<file path="src/rtl/milestone_scheduler.sv">
// Top-level sequencer for the image decompressor: runs UART load, M2 (IDCT) and M1
// (upsample + CSC) in turn, muxes the shared SRAM port, and watches each stage for hangs.
module milestone_scheduler #(
    parameter logic [31:0] TIMEOUT_CYCLES = 32'd10_000_000,
    parameter bit          SKIP_M2        = 1'b0
) (
    input  logic        Clock,
    input  logic        Reset,
    input  logic        go,
    output logic        uart_start,
    output logic        m2start,
    output logic        m1start,
    input  logic        uart_end,
    input  logic        m2end,
    input  logic        m1end,
    input  logic [17:0] uart_SRAM_address,
    input  logic [17:0] m2_SRAM_address,
    input  logic [17:0] m1_SRAM_address,
    input  logic [15:0] uart_SRAM_write_data,
    input  logic [15:0] m2_SRAM_write_data,
    input  logic [15:0] m1_SRAM_write_data,
    input  logic        uart_SRAM_we_n,
    input  logic        m2_SRAM_we_n,
    input  logic        m1_SRAM_we_n,
    output logic [17:0] SRAM_address,
    output logic [15:0] SRAM_write_data,
    output logic        SRAM_we_n,
    output logic        busy,
    output logic        done,
    output logic        error,
    output logic [1:0]  error_stage,
    output logic [31:0] last_stage_cycles
);

    typedef enum logic [2:0] {
        S_IDLE, S_LOAD, S_M2, S_M1, S_DONE, S_ERROR
    } state_t;

    state_t      state;
    logic [31:0] stage_cnt;
    logic        first_cycle;
    logic        stage_end;
    logic        end_ok;
    logic [1:0]  stage_code;

    // The start pulse marks the first cycle of a stage; end pulses on that cycle are dropped.
    assign first_cycle = uart_start | m2start | m1start;

    always_comb begin
        stage_end  = 1'b0;
        stage_code = 2'd0;
        case (state)
            S_LOAD: begin stage_end = uart_end; stage_code = 2'd1; end
            S_M2:   begin stage_end = m2end;    stage_code = 2'd2; end
            S_M1:   begin stage_end = m1end;    stage_code = 2'd3; end
            default: ;
        endcase
    end

    assign end_ok = stage_end & ~first_cycle;

    always_ff @(posedge Clock) begin
        if (Reset) begin
            state             <= S_IDLE;
            uart_start        <= 1'b0;
            m2start           <= 1'b0;
            m1start           <= 1'b0;
            busy              <= 1'b0;
            done              <= 1'b0;
            error             <= 1'b0;
            error_stage       <= 2'd0;
            last_stage_cycles <= 32'd0;
            stage_cnt         <= 32'd0;
        end else begin
            uart_start <= 1'b0;
            m2start    <= 1'b0;
            m1start    <= 1'b0;
            case (state)
                S_IDLE, S_DONE, S_ERROR: begin
                    if (go) begin
                        state       <= S_LOAD;
                        uart_start  <= 1'b1;
                        stage_cnt   <= 32'd0;
                        error_stage <= 2'd0;
                        busy        <= 1'b1;
                        done        <= 1'b0;
                        error       <= 1'b0;
                    end
                end
                S_LOAD, S_M2, S_M1: begin
                    // An accepted end pulse takes priority over a coincident timeout.
                    if (end_ok) begin
                        last_stage_cycles <= stage_cnt + 32'd1;
                        stage_cnt         <= 32'd0;
                        if (state == S_M1) begin
                            state <= S_DONE;
                            busy  <= 1'b0;
                            done  <= 1'b1;
                        end else if (state == S_LOAD && !SKIP_M2) begin
                            state   <= S_M2;
                            m2start <= 1'b1;
                        end else begin
                            state   <= S_M1;
                            m1start <= 1'b1;
                        end
                    end else if (stage_cnt == TIMEOUT_CYCLES - 32'd1) begin
                        state       <= S_ERROR;
                        error_stage <= stage_code;
                        busy        <= 1'b0;
                        error       <= 1'b1;
                    end else begin
                        stage_cnt <= stage_cnt + 32'd1;
                    end
                end
                default: state <= S_IDLE;
            endcase
        end
    end

    always_comb begin
        SRAM_address    = 18'd0;
        SRAM_write_data = 16'd0;
        SRAM_we_n       = 1'b1;
        case (state)
            S_LOAD: begin
                SRAM_address    = uart_SRAM_address;
                SRAM_write_data = uart_SRAM_write_data;
                SRAM_we_n       = uart_SRAM_we_n;
            end
            S_M2: begin
                SRAM_address    = m2_SRAM_address;
                SRAM_write_data = m2_SRAM_write_data;
                SRAM_we_n       = m2_SRAM_we_n;
            end
            S_M1: begin
                SRAM_address    = m1_SRAM_address;
                SRAM_write_data = m1_SRAM_write_data;
                SRAM_we_n       = m1_SRAM_we_n;
            end
            default: ;
        endcase
    end

endmodule

</file>
<file path="config.mk">
export PLATFORM = sky130hd
export DESIGN_NAME = milestone_scheduler
export DESIGN_NICKNAME = d
export VERILOG_FILES = /design/src/rtl/milestone_scheduler.sv
export SDC_FILE = /design/constraint.sdc
export NUM_CORES = 1
export LEC_CHECK = 0
export ABC_CLOCK_PERIOD_IN_PS = 2100
export BUFFER_PORTS_ARGS = -buffer_cell sky130_fd_sc_hd__buf_2
export CORE_MARGIN = 4
export CORE_UTILIZATION = 44
export DETAILED_ROUTE_END_ITERATION = 8
export GPL_TIMING_DRIVEN = 0
export PLACE_DENSITY = 0.77
export SYNTH_ARGS = -nofsm -noshare
export SYNTH_HDL_FRONTEND = slang
export SYNTH_SLANG_ARGS = --single-unit
</file>
<file path="constraint.sdc">
create_clock -name Clock -period 2.1 [get_ports Clock]
set_input_delay 0.21 -clock Clock [delete_from_list [all_inputs] [get_ports Clock]]
set_output_delay 0.21 -clock Clock [all_outputs]
set_load 0.05 [all_outputs]
</file>
-- Yosys cells after proc, flatten, opt, wreduce, memory -nomap -nowiden
Index checks and enable logic that the tools add are counted.
- output and inout port bits: 75
- input port bits: 111
- word-level logic and storage cells: 78
- register bits: 75
- equal/unequal tests: 14
- reductions and logical operators: 12
- mux-type cells: 34
- bitwise operators: 7
- add/sub/neg operators: 1
- operators with widths (operator ; number):
    $mux 32 ; 3
    $pmux 32 s2 ; 1
    $pmux 18 s3 ; 1
    $pmux 16 s3 ; 1
    $add 32x1->32 const B ; 1
    $eq 32x24->1 const B ; 1
    $mux 1 ; 13
    $mux 3 ; 4
    $reduce_and 4->1 ; 3
    $ne 2x2->1 const B ; 5
    $ne 3x3->1 const B ; 3
    $eq 3x2->1 const B ; 2
    $eq 3x3->1 const B ; 2
    $mux 2 ; 3
    $pmux 1 s2 ; 3
    $pmux 1 s3 ; 2
    $pmux 2 s3 ; 1
    $pmux 3 s2 ; 1
    $reduce_or 3->1 ; 2
    $not 1->1 ; 4
    $pmux 2 s2 ; 1
    $reduce_and 2->1 ; 2
    $reduce_or 4->1 ; 1
    $eq 3x1->1 const B ; 1
    6 further kinds ; 7

-- Logic depth before layout (Yosys ltp)
Gate-level depths: netlist (run 1).
- depth in word-level cells: 6
- gate-level depth with buffers: 9
- depth with buffers taken out: 7

-- Least setup slack after synthesis (run 1)
Ideal clock, no wire load.
- path kind: reg-to-output
- start point: register state[1]
- end point: output port SRAM_address[12]
- arrival time: 2.051 ns
- setup slack: -0.161 ns
- path buffers: 3
- stages on the path, launching flop included: 7
- path through: dfxtp_1 clkbuf_1 nor2b_1 clkbuf_1 clkbuf_1 a22oi_1 nor2_1
- cells in the longest elaborated chain, start to end: 2
- ends and longest elaborated chain (item ; line ; RTL):
    start: declaration ; 39 ; state_t state;
    start signal: assignment ; 64 ; state <= S_IDLE;
    start signal: assignment ; 81 ; state <= S_LOAD;
    start signal: assignment ; 96 ; state <= S_DONE;
    $eq 3x2->1 or $eq 3x1->1 (tied branches) ; 124 ; case (state)
    $pmux 18 s3 (*) ; 124 ;
    end: declaration ; 25 ; output logic [17:0] SRAM_address,
Every way passes the cells marked *; elsewhere a longest branch is shown, timed or not.

-- Worst setup path in the final report (run 1)
- start point: register stage_cnt[18]
- end point: register stage_cnt[5]
- cells in the longest elaborated chain, start to end: 3
- ends and longest elaborated chain (item ; line ; RTL):
    start: declaration ; 40 ; logic [31:0] stage_cnt;
    start signal: assignment ; 112 ; stage_cnt <= stage_cnt + 32'd1;
    $eq 32x24->1 ; 106 ; end else if (stage_cnt == TIMEOUT_CYCLES - 32'd1) begin
    $ne 3x3->1 (no source line) ; - ;
    $reduce_and 3->1 (no source line) ; - ;
No other way between the ends.
A chain may end at the register's enable or synchronous reset.

==> summary by stage, run 1 <==
Outcome
The run finished, with violations left. The final reports fail on setup timing.

Drt
In the routed design, unresolved DRC markers number 0. The number of DRC violations after detailed-routing iteration 0 is approximately 510. The mean routed wirelength per cell is 19.26 um. The total number of vias is 5,508. Before antenna repair, the detailed router went through 6 iterations.

In the routed layout, each cell is associated on average with a via count of 5.935. The number of nets still failing antenna checks after routing is 0. The total length of routed wires is ~18,000 um.

Layout
The area growth from synthesis to layout is 46.82%. Of the cells placed in the final design, the portion with a size suffix greater than 1 is 0.5025. The number of standard cells in the final layout excluding fillers is ~930. The repair_antennas step left the layout with diodes totalling 0. At the end of the flow, the number of nets in the layout was 900.

Die
Row generation in the floorplan step produced 37 rows. The initial utilization of the core area, before any placement, comes to 0.4478. The height of the die is between 100 and 150 um. 186 I/O pins were placed.

The floorplan step defined a die boundary enclosing 12,160 um^2. The region available for standard cell placement spans about 10,000 um^2. The width of the die is around 110 um.

Logic synthesis
By count the netlist is led by 88 x nor2_1, 75 x dfxtp_1, 35 x a21oi_1. Averaged over all synthesized cells, the footprint is 7.989 um^2. In the synthesized netlist the dominant register cell turns out to be dfxtp_1.

The largest total area in the synthesized netlist belongs to dfxtp_1. In the post-synthesis netlist, the biggest area contributors are dfxtp_1 33%, mux2_2 8.3%, nor2_1 7.2%. The number of distinct standard cells referenced by the synthesized netlist is 56.

For this run, the number of Yosys warnings is 0. The share of the yosys chip area belonging to registers is 0.3263. Synthesis produced a netlist whose cell count is about 580. The most common cell in the synthesized netlist is nor2_1. After synthesis the netlist holds a flip-flop and latch count of 75.

Yosys mapped a number of flops with a built-in enable equal to 0. After synthesis the cells add up to approximately 4600 um^2. Of the post-synthesis cell area, the dominant cell type holds 0.3263. The synthesized net count is 688. For this run, asynchronously set or reset flops after synthesis account for 0.

Placement
The placed instance count is roughly 900. The count of input and output buffers is 185. The final weighted congestion of routability-driven global placement is 0.9878. Timing analysis after detailed placement gives a worst setup slack of -0.4649 ns. The detailed placement HPWL is ~13,000 um.

CTS
Clock tree synthesis selected as its root buffer the cell clkbuf_8. After clock tree synthesis, the clock-pin slew on the worst setup and hold paths is 0.08 ns. The H-tree depth reported by CTS is 3. No sink is reached through more buffers than the 2 on the longest clock path. TritonCTS built the clock tree. The later pin in the worst-skew pair is clocked with a latency of around 0.35 ns. The number of clock buffers inserted by TritonCTS is 9. The clock sink count is 75.

Worst setup path
Of all nets on the critical path, the largest fanout is 10. Together, buffers and inverters on the worst path number 1. For the worst setup path, the data arrival time is 2.42 ns. The top cell family by delay on the critical path is simple AND/OR/NAND/NOR gates. STA classifies the critical path startpoint as a flip-flop.

The sort of element at the end of the critical path is a flip-flop. Among all stages on the critical path, the largest delay is contributed by or4b_4. The critical path is of the flip-flop to flip-flop type. In this design, the stage delay of the slowest critical-path cell is ~0.54 ns.

Data on the critical path is required at its endpoint by 2.38 ns. The signal on the critical path passes through or4b_4 -> nor4_4 -> nand3_1 -> buf_6 -> a31oi_1 -> o21ai_0 -> a21oi_1. The number of cells on the critical path is 7. For the worst flop-to-flop path, the logic depth is 7.

Hold path
The worst hold path belongs to the class input port to flip-flop. Along the worst hold path, the cell count comes to 4.

Timing
Setup violations remaining at the end of the flow were counted as 8. Clock skew on the completed layout was measured at 0.007291 ns. The pin slew with the least headroom to its limit is 0.7089 ns. For the final routed database, the setup TNS stands at -0.1476 ns. The post-layout worst setup margin is -0.04487 ns. Setup repair after global routing could not meet its margin everywhere. The max-slew violation count came to 0. The fmax is approximately 470 MHz. Measured against its own limit, the worst slew margin works out to 0.5274.

For the finished layout, the period the worst path requires is 2.145 ns. The number of hold violations in the final report was 0. The share of the cycle needed by the critical path after routing is 1.021.

Job
The max-cap check violation count is 0.

Power and ir drop
For this design the static power due to leakage is 2.770 nW. The power after layout is 9.960 mW. The worst vdd rail ir drop is 0.0008404 V. The power per unit of standard cell area is 1474 nW/um^2.

GRT
The global-route total usage across every layer is 0.2620. Entering global routing, the biggest net connects 13 pins. The number of antenna violations at the first check in global routing is 0. The wire length of the first global-routing pass is 25,190 um. The number of global-route vias before repair is 4,943. The remaining global-route overflow is 0.
[cells in the final DEF, fill, tap and decap left out, drive strengths merged, types with 6 or more instances in the layout]
master	synthesis	final
buf	24	235
nor2	89	89
dfxtp	75	75
a21oi	35	35
mux2	34	34
nand2	34	34
a22oi	34	34
a211oi	33	33
clkbuf	30	30
o21ai	19	19
xnor2	16	16
nand3	15	15
xor2	14	14
a31oi	14	14
nor3	13	13
nor4	12	12
nand4	7	7
nand3b	6	6
and3	6	6
and4	6	6
[timing repair]
item,4_1_cts,5_1_grt
pin swaps,6,20
setup buffers,7,13
cloned,0,1
setup endpoints to repair,106,98
resized for setup,110,90
hold buffers,0,0
[path summary, 6_finish.rpt]
check,startpoint,endpoint,slack (ns)
setup / recovery,stage_cnt[18]$_SDFFE_PP0P_,stage_cnt[5]$_SDFFE_PP0P_,-0.04
hold reg to reg,last_stage_cycles[1]$_SDFFE_PP0P_,last_stage_cycles[1]$_SDFFE_PP0P_,0.50
setup reg to reg,stage_cnt[18]$_SDFFE_PP0P_,stage_cnt[5]$_SDFFE_PP0P_,-0.04
hold / removal,Reset,stage_cnt[27]$_SDFFE_PP0P_,0.26
[flip-flops by register name (all words and copies together), names as in the netlist]
register and flops:
m1start 1, uart_start 1, state 3, stage_cnt 32, busy 1, error_stage 2, last_stage_cycles 32, m2start 1
error 1, done 1
[metrics by stage]
stage,util,area [um^2],hold slack (ns)
global route,0.6574,6756,0.2802
finish,0.6574,6756,0.2606
floorplan,-,4688,0.4371
detailed placement,0.5628,5784,0.4788
global placement,0.5628,5784,0.4730
CTS,0.6182,6354,0.2377
[final cells by class]
| type | count | area [um^2] |
|---|---|---|
| flip-flops and latches | 75 | 1526 |
| clock buffers | 10 | 137.6 |
| clock inverters | 5 | 77.57 |
| well taps | 136 | 170.2 |
| fillers | 858 | 3521 |
| repair buffers | 206 | 1200 |
| inverters | 5 | 18.77 |
| multi-input cells | 442 | 3257 |
| plain buffers | 49 | 369.1 |
[per-layer routing]
metal,global-route usage,wire length [um],vias up
met2,0.4250,8854,302
met5,0,0,-
met4,0.06596,340,0
li1,-,-,2531
met1,0.3585,7234,2640
met3,0.05067,1442,35
[logic make-up (layout without fill, tap and decap cells)]
family / Yosys count / in the layout / synth area share
xor+xnor: 30 / 30 / 0.05710
buf+inv: 59 / 275 / 0.05601
compound gates: 156 / 156 / 0.2265
mux: 38 / 38 / 0.09190
simple gates: 217 / 217 / 0.2395
fa+ha+maj: 1 / 1 / 0.002718
flops: 75 / 75 / 0.3263
[power breakdown]
group	switching, mW	leakage [nW]	internal, mW
Sequential	0.238	0.617	1.77
Clock	0.544	0.108	0.691
Combinational	4.56	2.04	2.16
Total	5.34	2.77	4.62
[worst min-delay path: cells and delay by family]
kind	cells	cell delay, ns
buffers and inverters	1	0.14
AOI/OAI and AO/OA	1	0.07
and+or+nand+nor	2	0.14
Note: power is estimated with default switching activity, not from simulation.
==> run 2: changes to the inputs <==
--- a/config.mk
+++ b/config.mk
@@ -6,12 +6,13 @@
 export NUM_CORES = 1
 export LEC_CHECK = 0
 export ABC_CLOCK_PERIOD_IN_PS = 2100
-export BUFFER_PORTS_ARGS = -buffer_cell sky130_fd_sc_hd__buf_2
+export BUFFER_PORTS_ARGS = -buffer_cell sky130_fd_sc_hd__buf_4
 export CORE_MARGIN = 4
 export CORE_UTILIZATION = 44
 export DETAILED_ROUTE_END_ITERATION = 8
 export GPL_TIMING_DRIVEN = 0
 export PLACE_DENSITY = 0.77
+export SKIP_CTS_REPAIR_TIMING = 1
 export SYNTH_ARGS = -nofsm -noshare
 export SYNTH_HDL_FRONTEND = slang
 export SYNTH_SLANG_ARGS = --single-unit
==> run 2 against run 1 <==
  * The run still ends with setup timing left
  * Hold slack worse by 0.058 ns
  * Highest routed layer unchanged
  * Routed wire length is 2.6% higher
  * Critical endpoint is now last_stage_cycles[28]$_SDFFE_PP0P_
  * Sequential power hardly changed
  * Clock-buffer cell count is 2 higher
==> summary by stage, run 2 (synthesis gave the netlist of run 1 again) <==
Timing
The max-slew violation count is 0. Setup repair after global routing could not meet its margin everywhere. The post-route clock skew is 0.009609 ns. The worst relative slew slack is 0.4758.

Hold timing on the final database bottoms out at a slack of between 0.2 and 0.25 ns. For the pin with the worst max-slew slack, the measured transition is 0.7864 ns. The post-layout worst setup margin is -0.1516 ns.

The setup violation total in the final timing report is 5. The post-route minimum period is 2.252 ns. The fmax is 444.1 MHz. The number of hold violations in the final report was 0. For the final routed database, the setup TNS stands at -0.3127 ns. The share of the cycle needed by the critical path after routing is 1.072.

Power and ir drop
The leakage power figure is 2.886 nW. The worst vdd rail ir drop is 0.0008176 V. The design draws around 10 mW. The power per unit of standard cell area is 1436 nW/um^2.

Layout
In the final layout, the multi-input gates occupy 3236 um^2. The sequential cell area is 1533 um^2. The area growth from synthesis to layout is 56.20%. The number of filler instances in the final layout is between 700 and 800. In the final layout, the share of cells above drive strength 1 is 0.5082. The largest registers in the layout are last_stage_cycles (32), stage_cnt (32), state (3). In the layout the commonest cells are 204 x buf_4, 60 x dfxtp_1, 52 x nor2_1, 35 x nor2_2, 34 x mux2_2.

The most common cell after layout, fill and taps aside is buf_4. In the final design database the tool counted 904 nets. The antenna cell count is 0.

CTS
The worst-case clock buffer depth is 2. The number of clock buffers inserted by TritonCTS is 9. The H-tree depth reported by CTS is 3.

The clock sink count is 75. The clock input transition at the sequential cells of the worst setup and hold paths is approximately 0.08 ns. TritonCTS built the clock tree. The root buffer selected by CTS is clkbuf_8.

The clock insertion delay at the later pin of the skew report is 0.36 ns.

Outcome
The flow ran to the end, but the final reports show violations. The checks that failed: setup timing.

Drt
The count of unresolved DRC violations after routing is 0. After detailed routing, the total wire length is about 18,000 um. The mean routed wirelength per cell is 19.66 um. In this run, the number of DRC markers left after iteration 0 of detailed routing was 511.

The first-pass iteration count of the detailed router is 5. The detailed-route vias per instance is 5.866. The total number of vias is 5,473. The number of nets still failing antenna checks after routing is 0.

Placement
The congestion estimate from routability-driven global placement came to 0.9431. The HPWL after detailed placement is 13,000 um. The count of input and output buffers is 185.

Die
The overall die area is between 10,000 and 15,000 um^2. The floorplan step defined a core boundary enclosing 10,280 um^2. The number of primary I/O pins is around 190.

In this run the horizontal extent of the chip is 110.3 um. The initial core utilization is 0.4478. The floorplan has 37 rows. In this run the vertical extent of the chip is 110.3 um.

Worst setup path
The slowest library cell on the worst path is or4_4. Along the worst path, the maximum fanout reaches 6. STA puts the critical path data arrival time at ~2.5 ns. The number of buffers and inverters on the critical path is 0. The sort of element at the end of the critical path is a flip-flop. The cell family contributing the most delay on the critical path is simple AND/OR/NAND/NOR gates. On the worst path, the slowest cell contributes a delay of slightly below 0.6 ns. The critical path is of the flip-flop to flip-flop type. The required arrival time at the worst endpoint is 2.33 ns.

The worst setup path is launched from a flip-flop. The signal on the critical path passes through and4_4 -> nand4_4 -> or4_4 -> nor3_4 -> xnor2_2 -> a211oi_2.

GRT
The first global-routing pass estimated around 25,000 um of wire. The remaining global-route overflow is 0. Entering global routing, the biggest net connects 13 pins.

The number of antenna violations at the first check in global routing is 0. The global-route total usage across every layer is 0.2592. The number of global-route vias before repair is between 4k and 5k.

Job
The tool flagged a number of max-cap violations equal to 0.

Hold path
The path class of the tightest hold or removal check is input port to flip-flop.
## run 2: changes by cell type in the layout (fill, tap and decap cells not counted), moves of 2 or more
cell,before,now
dfxtp_1,63,60
a22oi_2,12,15
buf_6,20,18
dfxtp_2,8,10
buf_2,165,4
clkbuf_4,4,12
buf_4,46,204
a31oi_2,0,2
a22oi_1,22,19
## run 2: power by group
| part | internal [mW] | switching (mW) |
|---|---|---|
| Sequential | 1.77 | 0.237 |
| Combinational | 2.44 | 4.57 |
| Clock | 0.733 | 0.564 |
## run 2: worst register-to-register path, delay by kind of cell, from the launching register on
family / cells / cell delay (ns)
flops: 1 / 0.50
compound gates: 1 / 0.09
simple gates: 4 / 1.35
xor+xnor: 1 / 0.17
## run 2: path summary, 6_finish.rpt
path | start | endpoint | slack, ns | depth (start not counted)
setup / recovery | stage_cnt[10]$_SDFFE_PP0P_ | last_stage_cycles[28]$_SDFFE_PP0P_ | -0.15 | 6
hold / removal | go | state[0]$_SDFFE_PP0P_ | 0.20 | 4
setup reg to reg | stage_cnt[10]$_SDFFE_PP0P_ | last_stage_cycles[28]$_SDFFE_PP0P_ | -0.15 | 6
hold reg to reg | done$_SDFFE_PP0P_ | done$_SDFFE_PP0P_ | 0.49 | 2
## run 2: final cells by class
type                       count  share of cell area
buffer                        49             0.05257
clock buffer                  12             0.02158
clock inverter                 4             0.01010
inverter                       5            0.002611
multi-input combinational    442              0.4501
sequential                    75              0.2132
tap                          136             0.02367
timing repair buffer         210              0.2261
## run 2: through the flow
stage | area, um^2 | cells | util | worst slack, ns
4_1_cts | 6475 | 913 | 0.6300 | -0.5969
3_3_place_gp | 6247 | 897 | 0.6079 | -0.4597
2_1_floorplan | 4688 | 576 | - | 0.009170
6_report | 7188 | 933 | 0.6994 | -0.1516
5_1_grt | 7188 | 933 | 0.6994 | -0.1875
3_5_place_dp | 6247 | 897 | 0.6079 | -0.4261
## run 2: routing by layer
layer,vias to the layer above,share of wire,track usage
met2,273,0.50,0.4463
met5,-,0,0
met3,44,0.089,0.05183
met1,2624,0.39,0.3271
li1,2532,-,-
met4,0,0.022,0.07740
